File: src/rtl/cpu_cache_req_queue_if.sv
// Request/response bus between the CPU port, the request queue and the cache controller.
// The queue takes the slave view; the CPU and cache models take the master view.
interface cpu_cache_req_queue_if #(
    parameter int ADDR_SIZE = 16,
    parameter int WORD_SIZE = 32,
    parameter int DEPTH     = 4
);
    logic [ADDR_SIZE-1:0]        sys_addr;
    logic [WORD_SIZE-1:0]        sys_wdata;
    logic [WORD_SIZE/8-1:0]      sys_bval;
    logic                        sys_rd;
    logic                        sys_wr;
    logic                        sys_ready;
    logic                        sys_ack;
    logic                        sys_err;
    logic [WORD_SIZE-1:0]        sys_rdata;
    logic [$clog2(DEPTH+1)-1:0]  req_count;
    logic [ADDR_SIZE-1:0]        cache_addr;
    logic [WORD_SIZE-1:0]        cache_wdata;
    logic [WORD_SIZE/8-1:0]      cache_bval;
    logic                        cache_rd;
    logic                        cache_wr;
    logic                        cache_ack;
    logic [WORD_SIZE-1:0]        cache_rdata;

    modport slave (
        input  sys_addr, sys_wdata, sys_bval, sys_rd, sys_wr, cache_ack, cache_rdata,
        output sys_ready, sys_ack, sys_err, sys_rdata, req_count,
               cache_addr, cache_wdata, cache_bval, cache_rd, cache_wr
    );

    modport master (
        output sys_addr, sys_wdata, sys_bval, sys_rd, sys_wr, cache_ack, cache_rdata,
        input  sys_ready, sys_ack, sys_err, sys_rdata, req_count,
               cache_addr, cache_wdata, cache_bval, cache_rd, cache_wr
    );
endinterface

File: src/rtl/cpu_cache_req_queue.sv
// In-order CPU request FIFO feeding the cache one request at a time, with
// backpressure, optional posted writes and a per-request timeout abort.
module cpu_cache_req_queue #(
    parameter int ADDR_SIZE      = 16,
    parameter int WORD_SIZE      = 32,
    parameter int DEPTH          = 4,
    parameter bit POSTED_WR      = 1'b1,
    parameter int TIMEOUT_CYCLES = 256
) (
    input logic                  sys_clk,
    input logic                  sys_rst,
    cpu_cache_req_queue_if.slave bus
);
    localparam int BE_W  = WORD_SIZE / 8;
    localparam int PTR_W = $clog2(DEPTH);
    localparam int CNT_W = $clog2(DEPTH + 1);
    localparam int TMO_W = $clog2(TIMEOUT_CYCLES);
    localparam logic [CNT_W-1:0] CNT_FULL = CNT_W'(DEPTH);
    localparam logic [TMO_W-1:0] TMO_LAST = TMO_W'(TIMEOUT_CYCLES - 1);

    typedef enum logic [1:0] {ST_IDLE, ST_ISSUE, ST_WAIT} state_t;

    logic                 fifo_wr_op [DEPTH];
    logic [ADDR_SIZE-1:0] fifo_addr  [DEPTH];
    logic [WORD_SIZE-1:0] fifo_wdata [DEPTH];
    logic [BE_W-1:0]      fifo_bval  [DEPTH];

    logic [PTR_W-1:0]     wr_ptr;
    logic [PTR_W-1:0]     rd_ptr;
    logic [CNT_W-1:0]     count;

    state_t               state;
    logic [TMO_W-1:0]     tmo_cnt;
    logic                 cur_wr;
    logic                 cache_rd_q;
    logic                 cache_wr_q;
    logic [ADDR_SIZE-1:0] cache_addr_q;
    logic [WORD_SIZE-1:0] cache_wdata_q;
    logic [BE_W-1:0]      cache_bval_q;
    logic                 sys_ack_q;
    logic                 sys_err_q;
    logic [WORD_SIZE-1:0] sys_rdata_q;

    logic ready;
    logic push;
    logic pop;
    logic both_req;

    // Readiness comes only from the registered count, so a full FIFO never
    // accepts even when the head is popped in the same cycle.
    assign ready    = (count != CNT_FULL);
    assign push     = ready && (bus.sys_rd || bus.sys_wr);
    assign both_req = ready && bus.sys_rd && bus.sys_wr;
    assign pop      = (state == ST_IDLE) && (count != '0);

    always_ff @(posedge sys_clk) begin
        if (push) begin
            fifo_wr_op[wr_ptr] <= bus.sys_wr;
            fifo_addr[wr_ptr]  <= bus.sys_addr;
            fifo_wdata[wr_ptr] <= bus.sys_wdata;
            fifo_bval[wr_ptr]  <= bus.sys_bval;
        end
    end

    always_ff @(posedge sys_clk or posedge sys_rst) begin
        if (sys_rst) begin
            wr_ptr <= '0;
            rd_ptr <= '0;
            count  <= '0;
        end else begin
            if (push) wr_ptr <= wr_ptr + 1'b1;
            if (pop)  rd_ptr <= rd_ptr + 1'b1;
            case ({push, pop})
                2'b10:   count <= count + 1'b1;
                2'b01:   count <= count - 1'b1;
                default: count <= count;
            endcase
        end
    end

    always_ff @(posedge sys_clk or posedge sys_rst) begin
        if (sys_rst) begin
            state         <= ST_IDLE;
            tmo_cnt       <= '0;
            cur_wr        <= 1'b0;
            cache_rd_q    <= 1'b0;
            cache_wr_q    <= 1'b0;
            cache_addr_q  <= '0;
            cache_wdata_q <= '0;
            cache_bval_q  <= '0;
            sys_ack_q     <= 1'b0;
            sys_err_q     <= 1'b0;
            sys_rdata_q   <= '0;
        end else begin
            cache_rd_q <= 1'b0;
            cache_wr_q <= 1'b0;
            sys_ack_q  <= 1'b0;
            sys_err_q  <= both_req;
            case (state)
                ST_IDLE: begin
                    if (pop) begin
                        cur_wr        <= fifo_wr_op[rd_ptr];
                        cache_rd_q    <= !fifo_wr_op[rd_ptr];
                        cache_wr_q    <= fifo_wr_op[rd_ptr];
                        cache_addr_q  <= fifo_addr[rd_ptr];
                        cache_wdata_q <= fifo_wdata[rd_ptr];
                        cache_bval_q  <= fifo_bval[rd_ptr];
                        state         <= ST_ISSUE;
                    end
                end
                ST_ISSUE: begin
                    tmo_cnt <= '0;
                    state   <= ST_WAIT;
                end
                ST_WAIT: begin
                    // An ack landing on the last timeout cycle still completes normally.
                    if (bus.cache_ack) begin
                        state <= ST_IDLE;
                        if (!cur_wr) begin
                            sys_ack_q   <= 1'b1;
                            sys_rdata_q <= bus.cache_rdata;
                        end else if (!POSTED_WR) begin
                            sys_ack_q <= 1'b1;
                        end
                    end else if (tmo_cnt == TMO_LAST) begin
                        state     <= ST_IDLE;
                        sys_err_q <= 1'b1;
                        if (!cur_wr) begin
                            sys_ack_q   <= 1'b1;
                            sys_rdata_q <= '0;
                        end else if (!POSTED_WR) begin
                            sys_ack_q <= 1'b1;
                        end
                    end else begin
                        tmo_cnt <= tmo_cnt + 1'b1;
                    end
                end
                default: state <= ST_IDLE;
            endcase
        end
    end

    assign bus.sys_ready   = ready;
    assign bus.sys_ack     = sys_ack_q;
    assign bus.sys_err     = sys_err_q;
    assign bus.sys_rdata   = sys_rdata_q;
    assign bus.req_count   = count;
    assign bus.cache_addr  = cache_addr_q;
    assign bus.cache_wdata = cache_wdata_q;
    assign bus.cache_bval  = cache_bval_q;
    assign bus.cache_rd    = cache_rd_q;
    assign bus.cache_wr    = cache_wr_q;
endmodule
File: src/flat_wrapper.sv
// flat-port wrapper written by rule: the top's interface ports become plain ports
module cpu_cache_req_queue_flat 
#(
    parameter int ADDR_SIZE      = 16,
    parameter int WORD_SIZE      = 32,
    parameter int DEPTH          = 4,
    parameter bit POSTED_WR      = 1'b1,
    parameter int TIMEOUT_CYCLES = 256
)
  (sys_clk, sys_rst, bus_sys_addr, bus_sys_wdata, bus_sys_bval, bus_sys_rd, bus_sys_wr, bus_cache_ack, bus_cache_rdata, bus_sys_ready, bus_sys_ack, bus_sys_err, bus_sys_rdata, bus_req_count, bus_cache_addr, bus_cache_wdata, bus_cache_bval, bus_cache_rd, bus_cache_wr);
  cpu_cache_req_queue_if #(.ADDR_SIZE(ADDR_SIZE), .WORD_SIZE(WORD_SIZE), .DEPTH(DEPTH)) bus_i ();
  input logic sys_clk;
  input logic sys_rst;
  input wire logic [$bits(bus_i.sys_addr)-1:0] bus_sys_addr;
  input wire logic [$bits(bus_i.sys_wdata)-1:0] bus_sys_wdata;
  input wire logic [$bits(bus_i.sys_bval)-1:0] bus_sys_bval;
  input wire logic [$bits(bus_i.sys_rd)-1:0] bus_sys_rd;
  input wire logic [$bits(bus_i.sys_wr)-1:0] bus_sys_wr;
  input wire logic [$bits(bus_i.cache_ack)-1:0] bus_cache_ack;
  input wire logic [$bits(bus_i.cache_rdata)-1:0] bus_cache_rdata;
  output wire logic [$bits(bus_i.sys_ready)-1:0] bus_sys_ready;
  output wire logic [$bits(bus_i.sys_ack)-1:0] bus_sys_ack;
  output wire logic [$bits(bus_i.sys_err)-1:0] bus_sys_err;
  output wire logic [$bits(bus_i.sys_rdata)-1:0] bus_sys_rdata;
  output wire logic [$bits(bus_i.req_count)-1:0] bus_req_count;
  output wire logic [$bits(bus_i.cache_addr)-1:0] bus_cache_addr;
  output wire logic [$bits(bus_i.cache_wdata)-1:0] bus_cache_wdata;
  output wire logic [$bits(bus_i.cache_bval)-1:0] bus_cache_bval;
  output wire logic [$bits(bus_i.cache_rd)-1:0] bus_cache_rd;
  output wire logic [$bits(bus_i.cache_wr)-1:0] bus_cache_wr;
  assign bus_i.sys_addr = bus_sys_addr;
  assign bus_i.sys_wdata = bus_sys_wdata;
  assign bus_i.sys_bval = bus_sys_bval;
  assign bus_i.sys_rd = bus_sys_rd;
  assign bus_i.sys_wr = bus_sys_wr;
  assign bus_i.cache_ack = bus_cache_ack;
  assign bus_i.cache_rdata = bus_cache_rdata;
  assign bus_sys_ready = bus_i.sys_ready;
  assign bus_sys_ack = bus_i.sys_ack;
  assign bus_sys_err = bus_i.sys_err;
  assign bus_sys_rdata = bus_i.sys_rdata;
  assign bus_req_count = bus_i.req_count;
  assign bus_cache_addr = bus_i.cache_addr;
  assign bus_cache_wdata = bus_i.cache_wdata;
  assign bus_cache_bval = bus_i.cache_bval;
  assign bus_cache_rd = bus_i.cache_rd;
  assign bus_cache_wr = bus_i.cache_wr;
  cpu_cache_req_queue #(.ADDR_SIZE(ADDR_SIZE), .WORD_SIZE(WORD_SIZE), .DEPTH(DEPTH), .POSTED_WR(POSTED_WR), .TIMEOUT_CYCLES(TIMEOUT_CYCLES)) u_core (.sys_clk(sys_clk), .sys_rst(sys_rst), .bus(bus_i));
endmodule
File: config.mk
export PLATFORM = sky130hd
export DESIGN_NAME = cpu_cache_req_queue_flat
export DESIGN_NICKNAME = d
export VERILOG_FILES = /design/src/rtl/cpu_cache_req_queue_if.sv /design/src/rtl/cpu_cache_req_queue.sv /design/src/flat_wrapper.sv
export SDC_FILE = /design/constraint.sdc
export NUM_CORES = 1
export LEC_CHECK = 0
export CORE_ASPECT_RATIO = 0.7
export CORE_MARGIN = 8
export CORE_UTILIZATION = 45
export DETAILED_ROUTE_END_ITERATION = 6
export PLACE_DENSITY = 0.71
export SYNTH_ARGS = -nofsm -noshare
export SYNTH_HDL_FRONTEND = slang
export SYNTH_SLANG_ARGS = --single-unit
File: constraint.sdc
create_clock -name sys_clk -period 3.7 [get_ports sys_clk]
set_clock_uncertainty 0.1 [all_clocks]
set_input_delay 0.74 -clock sys_clk [delete_from_list [all_inputs] [get_ports sys_clk]]
set_output_delay 0.74 -clock sys_clk [all_outputs]
set_load 0.03 [all_outputs]
==> results by group <==
Status
  – Outcome: finished, final reports clean

Worst setup path
  – Crit-path max cell delay: between 0.6 and 0.7 ns
  – Reg-to-Reg End: u_core.bus.cache_addr[1]$_DFFE_PP0P_
  – CP bufs+invs: 2
  – Start point of the critical path: u_core.bus.req_count[0]$_DFFE_PP0P_
  – Arr. time, crit path: 1.88 ns
  – RR Startpoint: u_core.rd_ptr[0]$_DFFE_PP0N_
  – WS Path Type: flop to primary output
  – CP Launch Type: flop
  – Levels on crit path: 3
  – Critical Path Slowest Stage Cell: clkdlybuf4s50_1
  – Critical Path Sink: bus_sys_ready
  – CP endpoint kind: primary output
  – Crit-path leading delay family: buffers and inverters
  – Required time of the critical path: between 2 and 3 ns
  – Worst Path Max Fanout: 4
  – Reg2reg setup slack: 1.48 ns
  – Cell Chain, Critical Path: inv_1 > nand3_1 > clkdlybuf4s50_1
  – Worst reg2reg path depth: 4

Global routing
  – Vias in the first global route: 6815
  – Pin count of the biggest net entering global routing: between 50 and 60
  – Global-route wire length before repair: 39400 um
  – GRT Total Usage: between 15 and 20%
  – Initial antenna violation count: 0
  – Total grt overflow: 0

Clocking
  – Clock-pin slew on the worst setup and hold paths: roughly 0.060 ns
  – Clk sinks: about 320
  – Post-CTS resize count: 0
  – Clock Tree Buf Depth: 3
  – Total CTS buffers: 30
  – Clk Latency, worst-skew pair: approximately 0.55 ns
  – Depth of the CTS H-tree: 1
  – Root buffer cell: clkbuf_16
  – Post-CTS setup buffer count: 0
  – CTS Hold Bufs: 0
  – CTS tree: built

Synthesis
  – Ys async rst share: 33.3%
  – Top_reg_cell synth: edfxtp_1
  – Sequential area share after synthesis: approximately three quarters
  – Yosys cell types: between 40 and 50
  – Mapped Area: between 10000 and 15000 sq um
  – Yosys warnings: 0
  – Post-synth EDFFs: ~210
  – Syn Area/Cell: between 15 and 20 sq um
  – Syn Inst Count: 670
  – Syn_nets: between 700 and 800
  – FF+latch count, synth: 318

Detailed routing
  – Overall routed net length: around 25000 um
  – Residual DRC count: 0
  – Antenna viol nets, final: 0
  – Wire length per cell: 20.2 um
  – Via density: 5.15
  – Drt pass-1 iters: 4
  – Vias after detailed routing: between 6000 and 7000
  – Iteration-0 DRC Markers: around 380

Finish
  – Layout fillers: 1942
  – P&R area growth vs syn: 27.2%
  – Commonest non-fill, non-tap cell in the layout: edfxtp_1
  – Most frequent cells in the layout: 212 x edfxtp_1, 180 x clkdlybuf4s50_1, 166 x nand2_1
  – Layout Nets: a little under 1000
  – Finished Layout Cells: ~1200
  – Antenna fix cells: 0
  – Layout cells sized above 1: ~15%

Pwr
  – Max VDD drop: 0.471 mV
  – Switching power share of the total: between 30% and 40%
  – Switch Pwr: 4.74 mW
  – P_int: approximately 9 mW
  – Clock power frac: between 20% and 30%
  – Seq pwr share: between 40% and 50%
  – Combinational cell fraction of total power: 35.8%
  – Power per cell area: between 900 and 1000 nW/um^2
  – Leak: approximately 5.8 nW

Flow run
  – Max cap viols: 0

STA
  – Setup TNS: 0 ns
  – Post-layout minimum cycle time: 2.72 ns
  – Worst Max-Slew Pin Slew: slightly below 0.9 ns
  – Worst Slack Setup Final: slightly below 1 ns
  – Setup Viol. Count Final: 0
  – Max-slew headroom: about two fifths
  – Peak Freq: roughly 0.37 GHz
  – Final Max Slew Viols: 0
  – Fin crit share: between 70% and 80%
  – Hold Fails Final Rpt: 0
  – Unrepaired setup endpoints after global routing: false

Place
  – DP Wirelength: between 15000 and 20000 um
  – Worst slack, placed: ~0.76 ns
  – Port buffer count: 180
  – RD Place Congestion: 0.755
  – Cells after DPL: about 1200

Floorplanning
  – Core Box Area: between 20000 and 30000 sq um
  – Ports: around 180
  – Die footprint: ~32000 sq um
  – Row cnt: 49
  – Die Y: around 150 um
  – Die W: 210 um
  – Initial Utilization: a little under half

Worst hold path
  – Min-delay worst type: flop to flop
==> metal layers <==
metal / vias up / track usage, % / wire (um)
met5: - / 0 / 0
met4: 0 / 2.81 / 365
met3: 30 / 3.93 / 1790
met2: 198 / 23.9 / 11200
met1: 3285 / 22.2 / 11800
li1: 2911 / - / -
==> flip-flops by register name, summed over array words and instances (netlist names), 8 cells and up <==
name	cells
u_core.bus.cache_addr	16
u_core.fifo_addr	64
u_core.fifo_bval	16
u_core.tmo_cnt	8
u_core.fifo_wdata	128
u_core.bus.sys_rdata	32
u_core.bus.cache_wdata	32
==> power groups by stage <==
stage	combinational, mW	sequential [mW]	clock, mW
after CTS	5.04	5.79	3.14
after global placement	4.96	5.82	0
after detailed placement	5.02	5.85	0
after global routing	5.33	5.91	3.28
final	4.93	5.77	3.06
after floorplan	2.46	6.48	0
==> how the worst min path moves through the flow <==
stage | start | end | slack, ns | cells past startpoint
2_1_floorplan | u_core.tmo_cnt[0]$_DFFE_PP0P_ | u_core.tmo_cnt[0]$_DFFE_PP0P_ | 0.37 | 1
3_3_place_gp | u_core.bus.cache_addr[12]$_DFFE_PP0P_ | u_core.bus.cache_addr[12]$_DFFE_PP0P_ | 0.36 | 2
3_5_place_dp | u_core.bus.cache_addr[13]$_DFFE_PP0P_ | u_core.bus.cache_addr[13]$_DFFE_PP0P_ | 0.36 | 2
4_1_cts | u_core.bus.cache_wdata[29]$_DFFE_PP0P_ | u_core.bus.cache_wdata[29]$_DFFE_PP0P_ | 0.38 | 2
5_1_grt | u_core.bus.cache_addr[0]$_DFFE_PP0P_ | u_core.bus.cache_addr[0]$_DFFE_PP0P_ | 0.40 | 2
6_report | u_core.bus.cache_wdata[12]$_DFFE_PP0P_ | u_core.bus.cache_wdata[12]$_DFFE_PP0P_ | 0.37 | 2
==> cell type report <==
cell class	instances	area [sq um]	area share (%)
flip-flops and latches	318	9020	59.7
well taps	357	447	2.96
clock inverters	18	160	1.06
clock buffers	38	852	5.64
multi-input cells	311	2620	17.3
repair buffers	195	1960	13.0
inverters	11	43.8	0.290
==> cells by family after synthesis <==
group	after synthesis	share of synthesized area [%]
muxes	57	10.5
AOI/OAI and AO/OA	47	3.28
DFF	318	75.9
buffers and inverters	41	2.12
adders and majority gates	7	0.800
xor gates and xnor gates	6	0.442
and+or+nand+nor	194	6.93
==> synthesized netlist by cell type (2+ instances only) <==
cell,instances,area share [%]
nand4_1,2,0.11
xnor2_1,4,0.29
nor3_1,2,0.084
and2_1,6,0.32
mux4_2,49,9.3
a22o_1,32,2.4
dfrtp_1,106,22
nand2_1,166,5.2
nor2_1,3,0.095
mux2i_1,3,0.25
inv_1,10,0.32
nand3_1,5,0.21
edfxtp_1,212,54
ha_1,6,0.63
mux4_1,4,0.88
clkbuf_1,5,0.16
buf_6,9,0.85
buf_4,4,0.25
o211ai_1,2,0.13
xor2_1,2,0.15
a21oi_1,2,0.084
buf_2,12,0.51
o21ai_0,2,0.084
==> tightest hold or removal path, stage by stage, from the launching register on <==
cell and delay (ns):
dfrtp_1 0.34, nand2_1 0.05, nand2_1 0.05
==> metrics by stage <==
step,hold WS (ns),total power [mW],util (%),area [sq um]
floorplan,0.365,8.94,-,11900
global placement,0.360,10.8,54.6,14100
detailed placement,0.363,10.9,54.6,14100
CTS,0.381,14.0,58.5,15100
global route,0.399,14.5,58.5,15100
finish,0.374,13.8,58.5,15100
Power figures use the tool's default switching activity.
